## src/rtl/semafor_pkg.sv

```systemverilog
// Shared types for the semafor traffic-light controller: mode word encoding,
// mode sequencing helper and lamp colour constants.
package semafor_pkg;

  typedef enum logic [1:0] {
    SEL_NORMAL = 2'b00,
    SEL_A_PRIO = 2'b01,
    SEL_B_PRIO = 2'b10,
    SEL_NIGHT  = 2'b11
  } sel_mode_t;

  // Lamp drive words {red, amber, green} used by the semafor block.
  localparam logic [2:0] LAMP_OFF   = 3'b000;
  localparam logic [2:0] LAMP_RED   = 3'b100;
  localparam logic [2:0] LAMP_AMBER = 3'b010;
  localparam logic [2:0] LAMP_GREEN = 3'b001;

  function automatic sel_mode_t next_mode(input sel_mode_t mode);
    case (mode)
      SEL_NORMAL: return SEL_A_PRIO;
      SEL_A_PRIO: return SEL_B_PRIO;
      default:    return SEL_NORMAL;
    endcase
  endfunction

endpackage

```

## src/rtl/sel_debounce.sv

```systemverilog
// Push-button conditioner: 2-flop synchroniser, level debouncer and a
// one-cycle pulse on each accepted rising edge.
module sel_debounce #(
  parameter int DEB_CYCLES = 16
) (
  input  logic clk,
  input  logic reset_n,
  input  logic i_raw,
  output logic o_press
);

  localparam int CW = $clog2(DEB_CYCLES + 1);
  localparam logic [CW-1:0] DEB_MAX = CW'(DEB_CYCLES);

  logic          r_sync1;
  logic          r_sync2;
  logic          r_level;
  logic          r_press;
  logic [CW-1:0] r_cnt;

  // NOTE: all state here is written with non-blocking assignments so every
  // flop samples the pre-edge value of its neighbours (the synchroniser
  // chain depends on it).
  always_ff @(posedge clk or negedge reset_n) begin
    if (!reset_n) begin
      r_sync1 <= 1'b0;
      r_sync2 <= 1'b0;
      r_level <= 1'b0;
      r_press <= 1'b0;
      r_cnt   <= '0;
    end else begin
      r_sync1 <= i_raw;
      r_sync2 <= r_sync1;
      r_press <= 1'b0;
      if (r_sync2 == r_level) begin
        r_cnt <= '0;
      end else if (r_cnt == DEB_MAX) begin
        // Level accepted; only the low-to-high transition is a press.
        r_level <= r_sync2;
        r_press <= r_sync2;
        r_cnt   <= '0;
      end else begin
        r_cnt <= r_cnt + CW'(1);
      end
    end
  end

  assign o_press = r_press;

endmodule

```

## src/rtl/semafor_sel_ctrl.sv

```systemverilog
// Mode-word generator for semafor Sel_in: debounced next/night buttons,
// minimum dwell between changes with a one-deep deferred request.
module semafor_sel_ctrl
  import semafor_pkg::*;
#(
  parameter int DEB_CYCLES = 16,
  parameter int MIN_DWELL  = 64
) (
  input  logic       clk,
  input  logic       reset_n,
  input  logic       btn_next,
  input  logic       btn_night,
  output logic [1:0] Sel_out,
  output logic       sel_changed,
  output logic       dwell_busy,
  output logic       req_pending
);

  localparam int DW = $clog2(MIN_DWELL + 1);
  localparam logic [DW-1:0] DWELL_LOAD = DW'(MIN_DWELL);

  logic          w_next_press;
  logic          w_night_press;
  logic          w_apply_pending;

  sel_mode_t     r_sel;
  sel_mode_t     r_saved;
  logic          r_night;
  logic          r_pending;
  logic          r_changed;
  logic [DW-1:0] r_dwell;

  sel_debounce #(.DEB_CYCLES(DEB_CYCLES)) u_deb_next (
    .clk     (clk),
    .reset_n (reset_n),
    .i_raw   (btn_next),
    .o_press (w_next_press)
  );

  sel_debounce #(.DEB_CYCLES(DEB_CYCLES)) u_deb_night (
    .clk     (clk),
    .reset_n (reset_n),
    .i_raw   (btn_night),
    .o_press (w_night_press)
  );

  // Apply on the 1->0 step of the dwell counter; also at 0 so a request
  // deferred in the very last busy cycle is still honoured one edge later.
  assign w_apply_pending = r_pending && (r_dwell < DW'(2));

  // NOTE: reset is asynchronous so outputs clear the instant reset_n falls,
  // independent of the clock; r_changed resets low so release is silent.
  always_ff @(posedge clk or negedge reset_n) begin
    if (!reset_n) begin
      r_sel     <= SEL_NORMAL;
      r_saved   <= SEL_NORMAL;
      r_night   <= 1'b0;
      r_pending <= 1'b0;
      r_changed <= 1'b0;
      r_dwell   <= '0;
    end else begin
      r_changed <= 1'b0;
      if (r_dwell != '0) r_dwell <= r_dwell - DW'(1);

      if (w_night_press) begin
        // Night wins over any same-cycle next press and ignores the dwell.
        if (!r_night) begin
          r_saved   <= r_sel;
          r_sel     <= SEL_NIGHT;
          r_pending <= 1'b0;
          r_night   <= 1'b1;
        end else begin
          r_sel   <= r_saved;
          r_night <= 1'b0;
        end
        r_changed <= 1'b1;
        r_dwell   <= DWELL_LOAD;
      end else if (w_apply_pending) begin
        r_sel     <= next_mode(r_sel);
        r_pending <= 1'b0;
        r_changed <= 1'b1;
        r_dwell   <= DWELL_LOAD;
      end else if (w_next_press && !r_night) begin
        if (r_dwell != '0) begin
          r_pending <= 1'b1;
        end else begin
          r_sel     <= next_mode(r_sel);
          r_changed <= 1'b1;
          r_dwell   <= DWELL_LOAD;
        end
      end
    end
  end

  assign Sel_out     = r_sel;
  assign sel_changed = r_changed;
  assign dwell_busy  = (r_dwell != '0);
  assign req_pending = r_pending;

endmodule
```

## config.mk

```make
export PLATFORM = sky130hd
export DESIGN_NAME = semafor_sel_ctrl
export DESIGN_NICKNAME = d
export VERILOG_FILES = /design/src/rtl/semafor_pkg.sv /design/src/rtl/sel_debounce.sv /design/src/rtl/semafor_sel_ctrl.sv
export SDC_FILE = /design/constraint.sdc
export NUM_CORES = 1
export LEC_CHECK = 0
export BUFFER_PORTS_ARGS = -buffer_cell sky130_fd_sc_hd__buf_2
export CAP_MARGIN = 20
export CORE_MARGIN = 1.5
export CORE_UTILIZATION = 32
export DETAILED_ROUTE_END_ITERATION = 8
export REMOVE_ABC_BUFFERS = 1
export SYNTH_ARGS = -nofsm -noshare
export SYNTH_HDL_FRONTEND = slang
export SYNTH_HIERARCHICAL = 1
export SYNTH_SLANG_ARGS = --single-unit
export TNS_END_PERCENT = 20
```

## constraint.sdc

```tcl
create_clock -name clk -period 1.6 [get_ports clk]
set_input_delay 0.08 -clock clk [delete_from_list [all_inputs] [get_ports clk]]
set_output_delay 0.08 -clock clk [all_outputs]
set_load 0.03 [all_outputs]
```

==> results.md, run 1 <==
* Unrepaired setup endpoints after global routing: false
* DR WL/cell at 12.8 um
* Type of the worst min-delay path: flip-flop to flip-flop
* Arrival time of the worst setup path at 1.70 ns
* Number of cells on the worst reg-to-reg path at 4
* Number of buffers between clock root and the deepest sink at 2
* Fraction of registers with async set or reset after synthesis at 100%
* Routed WL at 2.47 mm
* Ys flop type: sky130_fd_sc_hd__dfrtp_1
* Max-cap viol count at 0
* Die width at 70.9 um
* CP Launch Type: flip-flop
* Postcts setup bufs at 0
* Final RePlAce weighted congestion at 0.740
* Vias at 906
* TritonCTS clock tree: built
* Starting density of the core at 33.6%
* Endpoint of the most critical register-to-register path: Sel_out[0]$_DFFE_PN0P_
* Clock network latency to the later pin of the worst-skew pair at 0.29 ns
* Input/output buffers at 8
* Detail Route Antenna Nets at 0
* Fmax at 655 MHz
* Crit path capture: Sel_out[0]$_DFFE_PN0P_
* H-tree levels at 2
* Overall power consumption at 2240 uW
* Slowest stage cell on the critical path: sky130_fd_sc_hd__dfrtp_1
* DIE AREA at 5030 um^2
* Result of the run: complete, no violations
* Leakage power summed over all cells at 0.000837 uW
* Via count of the first global-routing pass at 887
* Number of antenna violations at the first check in global routing at 0
* Total CTS buffers at 5
* Flop-to-flop setup slack at 0.07 ns
* Cell Area, Synth at 1480 um^2
* Crit. path cell count at 4
* Clock Root Buffer: sky130_fd_sc_hd__clkbuf_8
* Fraction of layout cells with a size suffix above 1 at 21.4%
* Maximum number of pins on one net before global-route repair at 33
* Hold Fails Final Rpt at 0
* Count of filler cells inserted in the layout at 427
* Required time reported for the critical path endpoint at 1.77 ns
* Detailed Route Iter0 Violations at 37
* Warnings, synthesis at 6
* Post-DP HPWL at 1.68 mm
* Category of the critical setup timing path: flip-flop to flip-flop
* GR Overflow Total at 0
* Worst-path fanout max at 4
* # rows at 24
* Shortest clock period the worst path allows after layout at 1.53 ns
* Average vias per placed instance at 4.72
* Number of detailed-routing iterations run before antenna repair at 4
* Number of antenna cells inserted at 0
* Transition time of the tightest slew-check pin at 0.706 ns
* Total core area at 4380 um^2
* GRT Overall Usage at 11.0%
* Sequence of cells on the critical path: nor4_4 -> a31oi_4 -> o21ai_4 -> mux2_4
* Flop and latch count out of synthesis at 32
* Global-route wire length before repair at 4.04 mm
* Clock-pin transition on the worst setup and hold timing paths at 0.07 ns
* Mean post-synth cell area at 12.4 um^2
* Setup crit start: r_dwell[2]$_DFF_PN0_
* Number of top-level pins at 9
* Start of the worst register-to-register path: r_dwell[2]$_DFF_PN0_
* Number of instances in the synthesized netlist at 119
* Final period util at 95.4%
* Number of distinct library cell variants in the gate-level netlist after synthesis at 30
* Number of nets in the final layout at 150
* Buffering stage count on the worst path with inverters included at 0
* # clock sinks at 32
* DIE HEIGHT at 70.9 um
* Power density cells at 1290 nW/um^2
* Sequential area share after synthesis at 54.3%
* Setup violations, final at 0
* Worst clock skew at 0.00783 ns
* Crit path max-delay family: flip-flops
* Crit end category: flip-flop
* Longest individual stage delay on the worst path at 0.45 ns
* Worst Slack Setup Final at 0.0729 ns
* Area growth from synthesis to layout at 17.1%
* Remaining routing DRC violations at 0
* Count of flip-flops with a built-in enable after synthesis at 0
* Slew margin rel. at 53.0%
* Worst Setup Slack post-DPL at 0.0588 ns
* Largest voltage drop on the vdd net at 0.467 mV
* Max-slew violations at 0
-- kinds of logic (layout without fill, tap and decap cells) --
logic type,after synthesis,after routing,share of synthesized area [%]
buffers and inverters,10,31,2.54
adder cells (fa/ha/maj),7,7,5.94
XOR/XNOR,13,13,7.72
AO/OA/AOI/OAI,11,11,6.96
AND/OR/NAND/NOR,40,40,17.3
multiplexers,6,6,5.26
flip-flops,32,32,54.3
-- where the power goes --
| part | switching [uW] | total, uW | internal [uW] | leakage [uW] |
|---|---|---|---|---|
| combinational | 299 | 560 | 260 | 0.000372 |
| sequential | 121 | 1040 | 921 | 0.000419 |
| clock | 283 | 634 | 350 | 0.0000455 |
-- cells in the mapped netlist (all sizes together) (2+ instances only) --
library cell / count / area [um^2]
dfrtp: 32 / 801
nor2: 16 / 65.1
inv: 9 / 33.8
xor2: 9 / 78.8
nand2: 8 / 30.0
ha: 7 / 87.6
mux2: 5 / 67.6
nand3: 5 / 25.0
xnor2: 4 / 35.0
o21ai: 3 / 26.3
and2: 2 / 12.5
nand4bb: 2 / 55.1
nor3: 2 / 10.0
nor3b: 2 / 15.0
-- registers in the layout (all words and copies together), names as in the netlist, 2 cells and up --
signal,flops
r_dwell,7
u_deb_night/r_cnt,5
r_saved,2
u_deb_next/r_cnt,5
Sel_out,2
-- worst reg2reg max path, cell delays in order, from the launching register on --
cell and delay [ns]:
sky130_fd_sc_hd__dfrtp_1 0.45, sky130_fd_sc_hd__nor4_4 0.41, sky130_fd_sc_hd__a31oi_4 0.16, sky130_fd_sc_hd__o21ai_4 0.09, sky130_fd_sc_hd__mux2_4 0.30
-- stage by stage --
stage | util [%] | hold WS (ns) | instance area (um^2) | setup TNS, ns | instances
6_report | 39.4 | 0.340 | 1730 | 0 | 192
5_1_grt | 39.4 | 0.351 | 1730 | 0 | 192
4_1_cts | 39.2 | 0.346 | 1720 | 0 | 192
3_5_place_dp | 36.5 | 0.177 | 1600 | 0 | 181
3_3_place_gp | 36.5 | 0.164 | 1600 | 0 | 181
2_1_floorplan | - | -0.216 | 1470 | -0.205 | 118
-- final cells by class --
cell class | instances | area, um^2 | area share, %
Timing Repair Buffer | 14 | 92.6 | 5.36
Multi-Input combinational cell | 77 | 646 | 37.4
Sequential cell | 32 | 801 | 46.3
Inverter | 9 | 33.8 | 1.96
Tap cell | 52 | 65.1 | 3.77
Clock buffer | 8 | 90.1 | 5.21
-- repair_timing --
action / in CTS / in global routing
endpoints found under the hold margin: 34 / 0
endpoints found under the setup margin: 0 / 4
hold buffers: 3 / 0
resized for setup: 0 / 1
-- layer usage --
metal  routed length (um)  global-route usage [%]  up-vias
li1                     -                       -      435
met1                 1070                    12.3      448
met2                 1230                    16.9       19
met3                  103                    4.70        4
met4                   62                    7.55        0
met5                    0                       0        -
-- placed cells by master, fill, tap and decap left out, drive strengths merged --
cell,n
nor3b,2
o211a,1
o21ai,3
nor2b,1
nor3,2
a32o,1
nand4bb,2
a211o,1
nand2,8
o31ai,1
mux2,5
clkbuf,8
nand3,5
xor2,9
ha,7
xnor2,4
nor2,16
buf,11
o22ai,1
a31oi,1
dlygate4sd3,3
mux2i,1
nor4,1
dfrtp,32
nand4b,1
and2,2
inv,9
a21o,1
a21oi,1
-- worst min-delay path by stage --
stage                                         endpoint  cells after the start  slack, ns                          from
after floorplan                 Sel_out[0]$_DFFE_PN0P_                      0      -0.22                       reset_n
after global placement          Sel_out[0]$_DFFE_PN0P_                      1       0.16                       reset_n
after detailed placement         sel_changed$_DFF_PN0_                      1       0.18                       reset_n
after CTS                 u_deb_next/r_sync2$_DFF_PN0_                      0       0.35  u_deb_next/r_sync1$_DFF_PN0_
after global routing      u_deb_next/r_sync2$_DFF_PN0_                      0       0.35  u_deb_next/r_sync1$_DFF_PN0_
final                     u_deb_next/r_sync2$_DFF_PN0_                      0       0.34  u_deb_next/r_sync1$_DFF_PN0_
No activity file was read; power rests on OpenSTA's default activity.
==> inputs of run 2 (changes only) <==
--- a/config.mk
+++ b/config.mk
@@ -5,9 +5,10 @@
 export SDC_FILE = /design/constraint.sdc
 export NUM_CORES = 1
 export LEC_CHECK = 0
+export ABC_AREA = 1
 export BUFFER_PORTS_ARGS = -buffer_cell sky130_fd_sc_hd__buf_2
 export CAP_MARGIN = 20
-export CORE_MARGIN = 1.5
+export CORE_MARGIN = 2
 export CORE_UTILIZATION = 32
 export DETAILED_ROUTE_END_ITERATION = 8
 export REMOVE_ABC_BUFFERS = 1
==> results.md, run 2 <==
* Number of detailed-routing iterations run before antenna repair at 4 (unchanged)
* Shortest clock period the worst path allows after layout at 1.51 ns (-0.0209 ns)
* Sequence of cells on the critical path: inv_2 -> ha_2 -> inv_1 -> nor2_4 -> nand2_2 -> buf_6 -> buf_6
* GRT Overall Usage at 10.4% (-0.61 points)
* Top flop regs: r_dwell x7, u_deb_next/r_cnt x5, u_deb_night/r_cnt x5
* Slew margin rel. at 52.5% (-0.45 points)
* Placed cell count at 242 (+34%)
* Total CTS buffers at 5 (unchanged)
* Buffering stage count on the worst path with inverters included at 4 (+4)
* Area growth from synthesis to layout at 18.5%
* Post-DP HPWL at 1.66 mm (-1.1%)
* Via count of the first global-routing pass at 983 (+11%)
* Area share of the largest cell type after synthesis at 51.9% (-2.3 points)
* Biggest area contributors in the synthesized netlist: sky130_fd_sc_hd__dfrtp_1 52%, sky130_fd_sc_hd__nand2_1 9.3%, sky130_fd_sc_hd__inv_1 6.6%
* Required time reported for the critical path endpoint at 1.52 ns (-0.25 ns)
* Maximum number of pins on one net before global-route repair at 33 (unchanged)
* Input/output buffers at 8 (unchanged)
* Category of the critical setup timing path: flip-flop to primary output
* Layout Cells excl Fill at 256 (+33%)
* Util after Layout at 38.9% (-0.48 points)
* # rows at 25 (+4.2%)
* Most frequent standard cell in the layout excluding fill and tap cells: sky130_fd_sc_hd__nand2_1
* Commonest cells in the netlist: 38 x sky130_fd_sc_hd__nand2_1, 32 x sky130_fd_sc_hd__dfrtp_1, 27 x sky130_fd_sc_hd__inv_1
* DIE HEIGHT at 73.4 um (+3.5%)
* Fraction of registers with async set or reset after synthesis at 100% (unchanged)
* Warnings, synthesis at 6 (unchanged)
* Clock-pin transition on the worst setup and hold timing paths at 0.06 ns (about the same)
* Routed WL at 2.41 mm (-2.1%)
* Post-placement cell area at 1660 um^2 (+4.1%)
* Detail Route Antenna Nets at 0 (unchanged)
* Number of antenna cells inserted at 0 (unchanged)
* Starting density of the core at 32.9% (-0.79 points)
* Number of antenna violations at the first check in global routing at 0 (unchanged)
* Crit path max-delay family: flip-flops
* Crit end category: primary output
* Global-route wire length before repair at 4.20 mm (+4.1%)
* Sequential cell area at 801 um^2 (unchanged)
* Final RePlAce weighted congestion at 0.878 (+19%)
* Final period util at 94.1% (-1.3 points)
* Remaining routing DRC violations at 0 (unchanged)
* Flop and latch count out of synthesis at 32 (unchanged)
* Area used by multi-input combinational logic at 642 um^2 (-0.58%)
* Number of instances in the synthesized netlist at 178 (+50%)
* H-tree levels at 2 (unchanged)
* Clock network latency to the later pin of the worst-skew pair at 0.29 ns (about the same)
* Max-slew violations at 0 (unchanged)
* Type of the worst min-delay path: flip-flop to flip-flop
* Die width at 73.4 um (+3.5%)
* Leakage power summed over all cells at 0.000940 uW (+12%)
* Result of the run: complete, no violations
* GR Overflow Total at 0 (unchanged)
* Longest individual stage delay on the worst path at 0.40 ns (-0.05 ns)
* Ys flop type: sky130_fd_sc_hd__dfrtp_1
* Max-cap viol count at 0 (unchanged)
* Number of top-level pins at 9 (unchanged)
* Count of flip-flops with a built-in enable after synthesis at 0 (unchanged)
* Number of buffers between clock root and the deepest sink at 2 (unchanged)
* TritonCTS clock tree: built
* Largest voltage drop on the vdd net at 0.460 mV (-1.5%)
* Minimum hold slack at 0.349 ns (+0.00863 ns)
* Library cell with the largest summed area after synthesis: sky130_fd_sc_hd__dfrtp_1
* Clock Root Buffer: sky130_fd_sc_hd__clkbuf_8
* Average vias per placed instance at 4.36 (-7.5%)
* Transition time of the tightest slew-check pin at 0.712 ns (+0.00670 ns)
* Commonest cells after routing, fill and taps aside: 38 x sky130_fd_sc_hd__nand2_1, 32 x sky130_fd_sc_hd__dfrtp_1, 25 x sky130_fd_sc_hd__inv_1
* Sequential area share after synthesis at 51.9% (-2.3 points)
* Leading cell type by number of instances after synthesis: sky130_fd_sc_hd__nand2_1
* Detailed Route Iter0 Violations at 59 (+59%)
* Fraction of layout cells with a size suffix above 1 at 20.3% (-1.1 points)
* Number of distinct library cell variants in the gate-level netlist after synthesis at 20 (-33%)
* Number of nets in the final layout at 212 (+41%)
* Fmax at 664 MHz (+1.4%)
* Register containing the most flip-flops in the final layout: r_dwell
* Total core area at 4690 um^2 (+7.0%)
* Vias at 1,117 (+23%)
* DIE AREA at 5390 um^2 (+7.2%)
* Setup violations, final at 0 (unchanged)
* Total non-filler cell area in the finished layout at 1830 um^2 (+5.7%)
* Cell with the most instances on the worst path: sky130_fd_sc_hd__buf_6
* DR WL/cell at 9.43 um (-27%)
* Worst-path fanout max at 4 (unchanged)
* Count of filler cells inserted in the layout at 466 (+9.1%)
* Arrival time of the worst setup path at 1.43 ns (-0.27 ns)
* CP Launch Type: flip-flop
* Overall power consumption at 2280 uW (+2.0%)
* Worst clock skew at 0.00781 ns (-0.0000207 ns)
* Hold Fails Final Rpt at 0 (unchanged)
* Cell Area, Synth at 1540 um^2 (+4.5%)
* Max reg flops at 7 (unchanged)
* Slowest stage cell on the critical path: sky130_fd_sc_hd__dfrtp_1
* # clock sinks at 32 (unchanged)
* Mean post-synth cell area at 8.66 um^2 (-30%)
* Power density cells at 1250 nW/um^2 (-3.5%)
## run 2: cell types whose count changed after synthesis, moves of 3 or more
cell / before / now
sky130_fd_sc_hd__nand2_2: 0 / 8
sky130_fd_sc_hd__nand3_1: 5 / 11
sky130_fd_sc_hd__inv_1: 9 / 27
sky130_fd_sc_hd__nor2_1: 14 / 23
sky130_fd_sc_hd__o21ai_0: 2 / 6
sky130_fd_sc_hd__nand2_1: 8 / 38
sky130_fd_sc_hd__nand4_1: 0 / 4
sky130_fd_sc_hd__xor2_1: 9 / 2
sky130_fd_sc_hd__mux2_4: 3 / 0
## run 2: final timing paths
path | start | cells past startpoint | end | slack [ns]
worst min-delay path | u_deb_night/r_sync1$_DFF_PN0_ | 0 | u_deb_night/r_sync2$_DFF_PN0_ | 0.35
worst min register to register | u_deb_night/r_sync1$_DFF_PN0_ | 0 | u_deb_night/r_sync2$_DFF_PN0_ | 0.35
max in group asynchronous | reset_n | 2 | u_deb_next/r_cnt[2]$_DFF_PN0_ | 0.76
min in group asynchronous | reset_n | 2 | req_pending$_DFFE_PN0P_ | 0.38
worst max-delay path | r_dwell[1]$_DFF_PN0_ | 7 | dwell_busy | 0.09
worst max register to register | r_dwell[1]$_DFF_PN0_ | 9 | r_dwell[0]$_DFF_PN0_ | 0.13
## run 2: final cells by class
type,instances,share of cell area [%]
Sequential cell,32,43.8
Multi-Input combinational cell,117,35.1
Timing Repair Buffer,16,6.44
Inverter,29,5.96
Clock buffer,8,4.93
Tap cell,54,3.70
## run 2: stage by stage
| step | setup TNS [ns] | setup slack (ns) |
|---|---|---|
| 2_1_floorplan | -0.0534 | -0.0534 |
| 3_3_place_gp | 0 | 0.123 |
| 3_5_place_dp | 0 | 0.0935 |
| 4_1_cts | 0 | 0.00296 |
| 5_1_grt | -0.00608 | -0.00608 |
| 6_report | 0 | 0.0938 |
## run 2: report_power, final
group / internal (uW) / switching, uW
clock network: 351 / 297
registers: 923 / 110
logic: 277 / 323
## run 2: kinds of logic (layout without fill, tap and decap cells)
family,Yosys count,after routing,share of synthesized area [%]
xor gates and xnor gates,5,5,2.84
and+or+nand+nor,93,93,28.1
adders and majority gates,7,7,5.68
AOI/OAI and AO/OA,12,12,4.38
buffers and inverters,29,53,7.06
DFF,32,32,51.9
## run 2: what timing repair did
action | in CTS | in global routing
pin swaps | 0 | 1
hold endpoints to repair | 34 | 0
buffers inserted | 0 | 3
gates resized for setup | 1 | 8
setup endpoints to repair | 1 | 2
hold buffers | 3 | 0
## run 2: per-layer routing
| layer | wire length [um] | global-route usage [%] |
|---|---|---|
| met1 | 1180 | 13.4 |
| met2 | 1090 | 14.9 |
| met3 | 103 | 4.12 |
| met4 | 49 | 5.45 |
| met5 | 0 | 0 |
==> inputs of run 3 (changes only) <==
--- a/config.mk
+++ b/config.mk
@@ -11,9 +11,9 @@
 export CORE_MARGIN = 2
 export CORE_UTILIZATION = 32
 export DETAILED_ROUTE_END_ITERATION = 8
+export PLACE_DENSITY = 0.6
 export REMOVE_ABC_BUFFERS = 1
 export SYNTH_ARGS = -nofsm -noshare
 export SYNTH_HDL_FRONTEND = slang
-export SYNTH_HIERARCHICAL = 1
 export SYNTH_SLANG_ARGS = --single-unit
 export TNS_END_PERCENT = 20
==> results.md, run 3 <==
* Result of the run: complete, no violations
* Die width at 72.6 um (-1.0%)
* Adder-Cell Fraction of Synth Area at 5.81% (+0.13 points)
* Clock power frac at 35.2% (+6.8 points)
* Minimum hold slack at 0.348 ns (-0.000729 ns)
* Total CTS buffers at 5 (unchanged)
* GR Overflow Total at 0 (unchanged)
* Fraction of layout cells with a size suffix above 1 at 18.7% (-1.6 points)
* Max reg flops at 7 (unchanged)
* Ys flop type: sky130_fd_sc_hd__dfrtp_1
* Routed WL at 2.35 mm (-2.5%)
* Setup violations, final at 0 (unchanged)
* CP Launch Type: flip-flop
* Xor/xnor cell area share of the yosys netlist at 7.55% (+4.7 points)
* Fmax at 676 MHz (+1.8%)
* Final period util at 92.5% (-1.7 points)
* Worst clock skew at 0.00743 ns (-0.000377 ns)
* Cell internal power dissipation at 1690 uW (+9.3%)
* Top Layer Used: met4
* Max-slew violations at 0 (unchanged)
* TritonCTS clock tree: built
* Register share of total power at 41.8% (-3.5 points)
* Sequential cell area at 801 um^2 (unchanged)
* Largest family of logic cells by synthesized area: simple AND/OR/NAND/NOR gates
* Via count of the first global-routing pass at 1,029 (+4.7%)
* Total core area at 4440 um^2 (-5.3%)
* Worst-path fanout max at 5 (+1)
* Fraction of registers with async set or reset after synthesis at 100% (unchanged)
* Largest voltage drop on the vdd net at 0.431 mV (-6.1%)
* Sequential area share after synthesis at 53.1% (+1.2 points)
* Number of antenna cells inserted at 0 (unchanged)
* Number of detailed-routing iterations run before antenna repair at 4 (unchanged)
* Warnings, synthesis at 0 (-6)
* Portion of total power attributed to combinational logic at 23.0% (-3.3 points)
* Clock network latency to the later pin of the worst-skew pair at 0.28 ns (about the same)
* DIE HEIGHT at 72.6 um (-1.0%)
* Mean post-synth cell area at 9.36 um^2 (+8.1%)
* Number of top-level pins at 9 (unchanged)
* Worst Setup Slack post-DPL at 0.107 ns (+0.0132 ns)
* Multiplexer share of the synthesized area at 0% (unchanged)
* Area fraction in compound gates after synthesis at 5.81% (+1.4 points)
* GRT Overall Usage at 11.0% (+0.66 points)
* Leading cell type by number of instances after synthesis: sky130_fd_sc_hd__nand2_1
* Max-cap viol count at 0 (unchanged)
* Layout Cells excl Fill at 234 (-8.6%)
* Fraction of the mapped netlist area in simple logic gates at 22.2% (-5.8 points)
* Unrepaired setup endpoints after global routing: false
* Clock-pin transition on the worst setup and hold timing paths at 0.07 ns (about the same)
* Power density cells at 1350 nW/um^2 (+8.1%)
* DR WL/cell at 10.1 um (+6.6%)
* Detailed-route wire length on metal 1 at 1.15 mm (-2.3%)
* DIE AREA at 5280 um^2 (-2.1%)
* Global-route wire length before repair at 4.39 mm (+4.4%)
* Crit end category: primary output
* Library cell with the largest summed area after synthesis: sky130_fd_sc_hd__dfrtp_1
* # rows at 24 (-4.0%)
* Count of filler cells inserted in the layout at 457 (-1.9%)
* Category of the critical setup timing path: flip-flop to primary output
* Vias at 1,016 (-9.0%)
* Most frequent standard cell in the layout excluding fill and tap cells: sky130_fd_sc_hd__nand2_1
* Total net switching power at 714 uW (-2.1%)
* Arrival time of the worst setup path at 1.40 ns (-0.03 ns)
* Worst Slack Setup Final at 0.120 ns (+0.0265 ns)
* Commonest cells after routing, fill and taps aside: 34 x sky130_fd_sc_hd__nand2_1, 32 x sky130_fd_sc_hd__dfrtp_1, 19 x sky130_fd_sc_hd__nor2_1
* Number of antenna violations at the first check in global routing at 0 (unchanged)
* Final RePlAce weighted congestion at 0.741 (-16%)
* Type of the worst min-delay path: flip-flop to flip-flop
* Number of nets in the final layout at 192 (-9.4%)
* Required time reported for the critical path endpoint at 1.52 ns (about the same)
* Maximum number of pins on one net before global-route repair at 33 (unchanged)
* H-tree levels at 2 (unchanged)
* Commonest cells in the netlist: 34 x sky130_fd_sc_hd__nand2_1, 32 x sky130_fd_sc_hd__dfrtp_1, 19 x sky130_fd_sc_hd__inv_1, 19 x sky130_fd_sc_hd__nor2_1
* Remaining routing DRC violations at 0 (unchanged)
* Detail Route Antenna Nets at 0 (unchanged)
* Input/output buffers at 8 (unchanged)
* Transition time of the tightest slew-check pin at 0.687 ns (-0.0258 ns)
* Placed cell count at 221 (-8.7%)
* Post-DP HPWL at 1.69 mm (+2.1%)
* Cell Area, Synth at 1510 um^2 (-2.2%)
* Number of distinct library cell variants in the gate-level netlist after synthesis at 21 (+5.0%)
* Top flop regs: r_dwell x7, u_deb_next.r_cnt x5, u_deb_night.r_cnt x5
* Met2 routed WL at 1.06 mm (-2.3%)
* Number of buffers between clock root and the deepest sink at 2 (unchanged)
* Setup TNS at 0 ns (unchanged)
* Flop and latch count out of synthesis at 32 (unchanged)
* Hold Fails Final Rpt at 0 (unchanged)
* Util after Layout at 40.1% (+1.2 points)
* Leakage power summed over all cells at 0.000905 uW (-3.8%)
* Count of flip-flops with a built-in enable after synthesis at 0 (unchanged)
* Total length of routed met3 wires at 94 um (-8.7%)
* Area share of the largest cell type after synthesis at 53.1% (+1.2 points)
* Net Sw Frac at 29.6% (-2.3 points)
* Detailed Route Iter0 Violations at 56 (-5.1%)
* # clock sinks at 32 (unchanged)
* Slew margin rel. at 54.2% (+1.7 points)
* Register containing the most flip-flops in the final layout: r_dwell
* Average vias per placed instance at 4.34 (-0.49%)
* Biggest area contributors in the synthesized netlist: sky130_fd_sc_hd__dfrtp_1 53%, sky130_fd_sc_hd__nand2_1 8.5%, sky130_fd_sc_hd__ha_1 5.8%
* Shortest clock period the worst path allows after layout at 1.48 ns (-0.0265 ns)
* Area used by multi-input combinational logic at 624 um^2 (-2.7%)
* Area growth from synthesis to layout at 18.3%
* Number of instances in the synthesized netlist at 161 (-9.6%)
* Starting density of the core at 33.9% (+1.1 points)
* Clock Root Buffer: sky130_fd_sc_hd__clkbuf_8
run 3: cell types whose count changed in the layout (fill, tap and decap cells not counted), moves of 3 or more:
cell,before,now
sky130_fd_sc_hd__inv_1,25,18
sky130_fd_sc_hd__nor2_1,22,19
sky130_fd_sc_hd__xor2_1,2,8
sky130_fd_sc_hd__nand2_1,38,34
sky130_fd_sc_hd__nand2_2,8,3
sky130_fd_sc_hd__nand3_1,11,6
run 3: repair_timing:
action | CTS | global route
buffers inserted | 0 | 2
hold buffers | 3 | 0
endpoints found under the setup margin | 0 | 2
endpoints found under the hold margin | 34 | 0
gates resized for setup | 0 | 1
run 3: worst paths after layout:
| kind | start | end | slack [ns] | cells after the start |
|---|---|---|---|---|
| setup / recovery | r_dwell[1]$_DFF_PN0_ | dwell_busy | 0.12 | 6 |
| hold / removal | u_deb_night.r_sync1$_DFF_PN0_ | u_deb_night.r_sync2$_DFF_PN0_ | 0.35 | 0 |
| setup reg to reg | r_dwell[1]$_DFF_PN0_ | r_dwell[0]$_DFF_PN0_ | 0.17 | 8 |
| hold reg to reg | u_deb_night.r_sync1$_DFF_PN0_ | u_deb_night.r_sync2$_DFF_PN0_ | 0.35 | 0 |
| max in group asynchronous | reset_n | u_deb_night.r_sync1$_DFF_PN0_ | 0.78 | 2 |
| min in group asynchronous | reset_n | r_dwell[6]$_DFF_PN0_ | 0.37 | 2 |
run 3: worst max-delay path, cell delays in order, from the launching register on:
cell,delay [ns]
sky130_fd_sc_hd__dfrtp_1,0.38
sky130_fd_sc_hd__inv_1,0.11
sky130_fd_sc_hd__ha_1,0.16
sky130_fd_sc_hd__nand2_1,0.08
sky130_fd_sc_hd__nor2_4,0.12
sky130_fd_sc_hd__inv_2,0.09
sky130_fd_sc_hd__buf_2,0.18
run 3: area by class of cell:
class                           instances  area share [%]
Sequential cell                        32            44.9
Inverter                               22            4.63
Clock buffer                            7            5.40
Clock inverter                          1            1.68
Tap cell                               52            3.65
Multi-Input combinational cell        107            35.0
Timing Repair Buffer                   13            4.77
run 3: cells by family (layout without fill, tap and decap cells):
group / after synthesis / after routing
flip-flops: 32 / 32
AO/OA/AOI/OAI: 13 / 13
AND/OR/NAND/NOR: 74 / 74
XOR/XNOR: 13 / 13
buffers and inverters: 22 / 43
adder cells (fa/ha/maj): 7 / 7
run 3: per-layer routing:
metal	track usage (%)	vias to the layer above
met5	0	-
met4	4.94	0
met3	4.97	7
met2	17.2	12
met1	13.1	464
li1	-	533
run 3: power by group through the flow:
stage | Combinational [uW] | Sequential (uW) | Clock (uW)
after floorplan | 449 | 1000 | 0
after global placement | 539 | 1020 | 0
after detailed placement | 549 | 1020 | 0
after CTS | 556 | 1010 | 877
after global routing | 646 | 1020 | 908
final | 554 | 1010 | 848
run 3: through the flow:
step           total power (uW)  instance area [um^2]
2_1_floorplan              1450                  1510
3_3_place_gp               1560                  1610
3_5_place_dp               1570                  1610
4_1_cts                    2440                  1770
5_1_grt                    2580                  1780
6_report                   2410                  1780
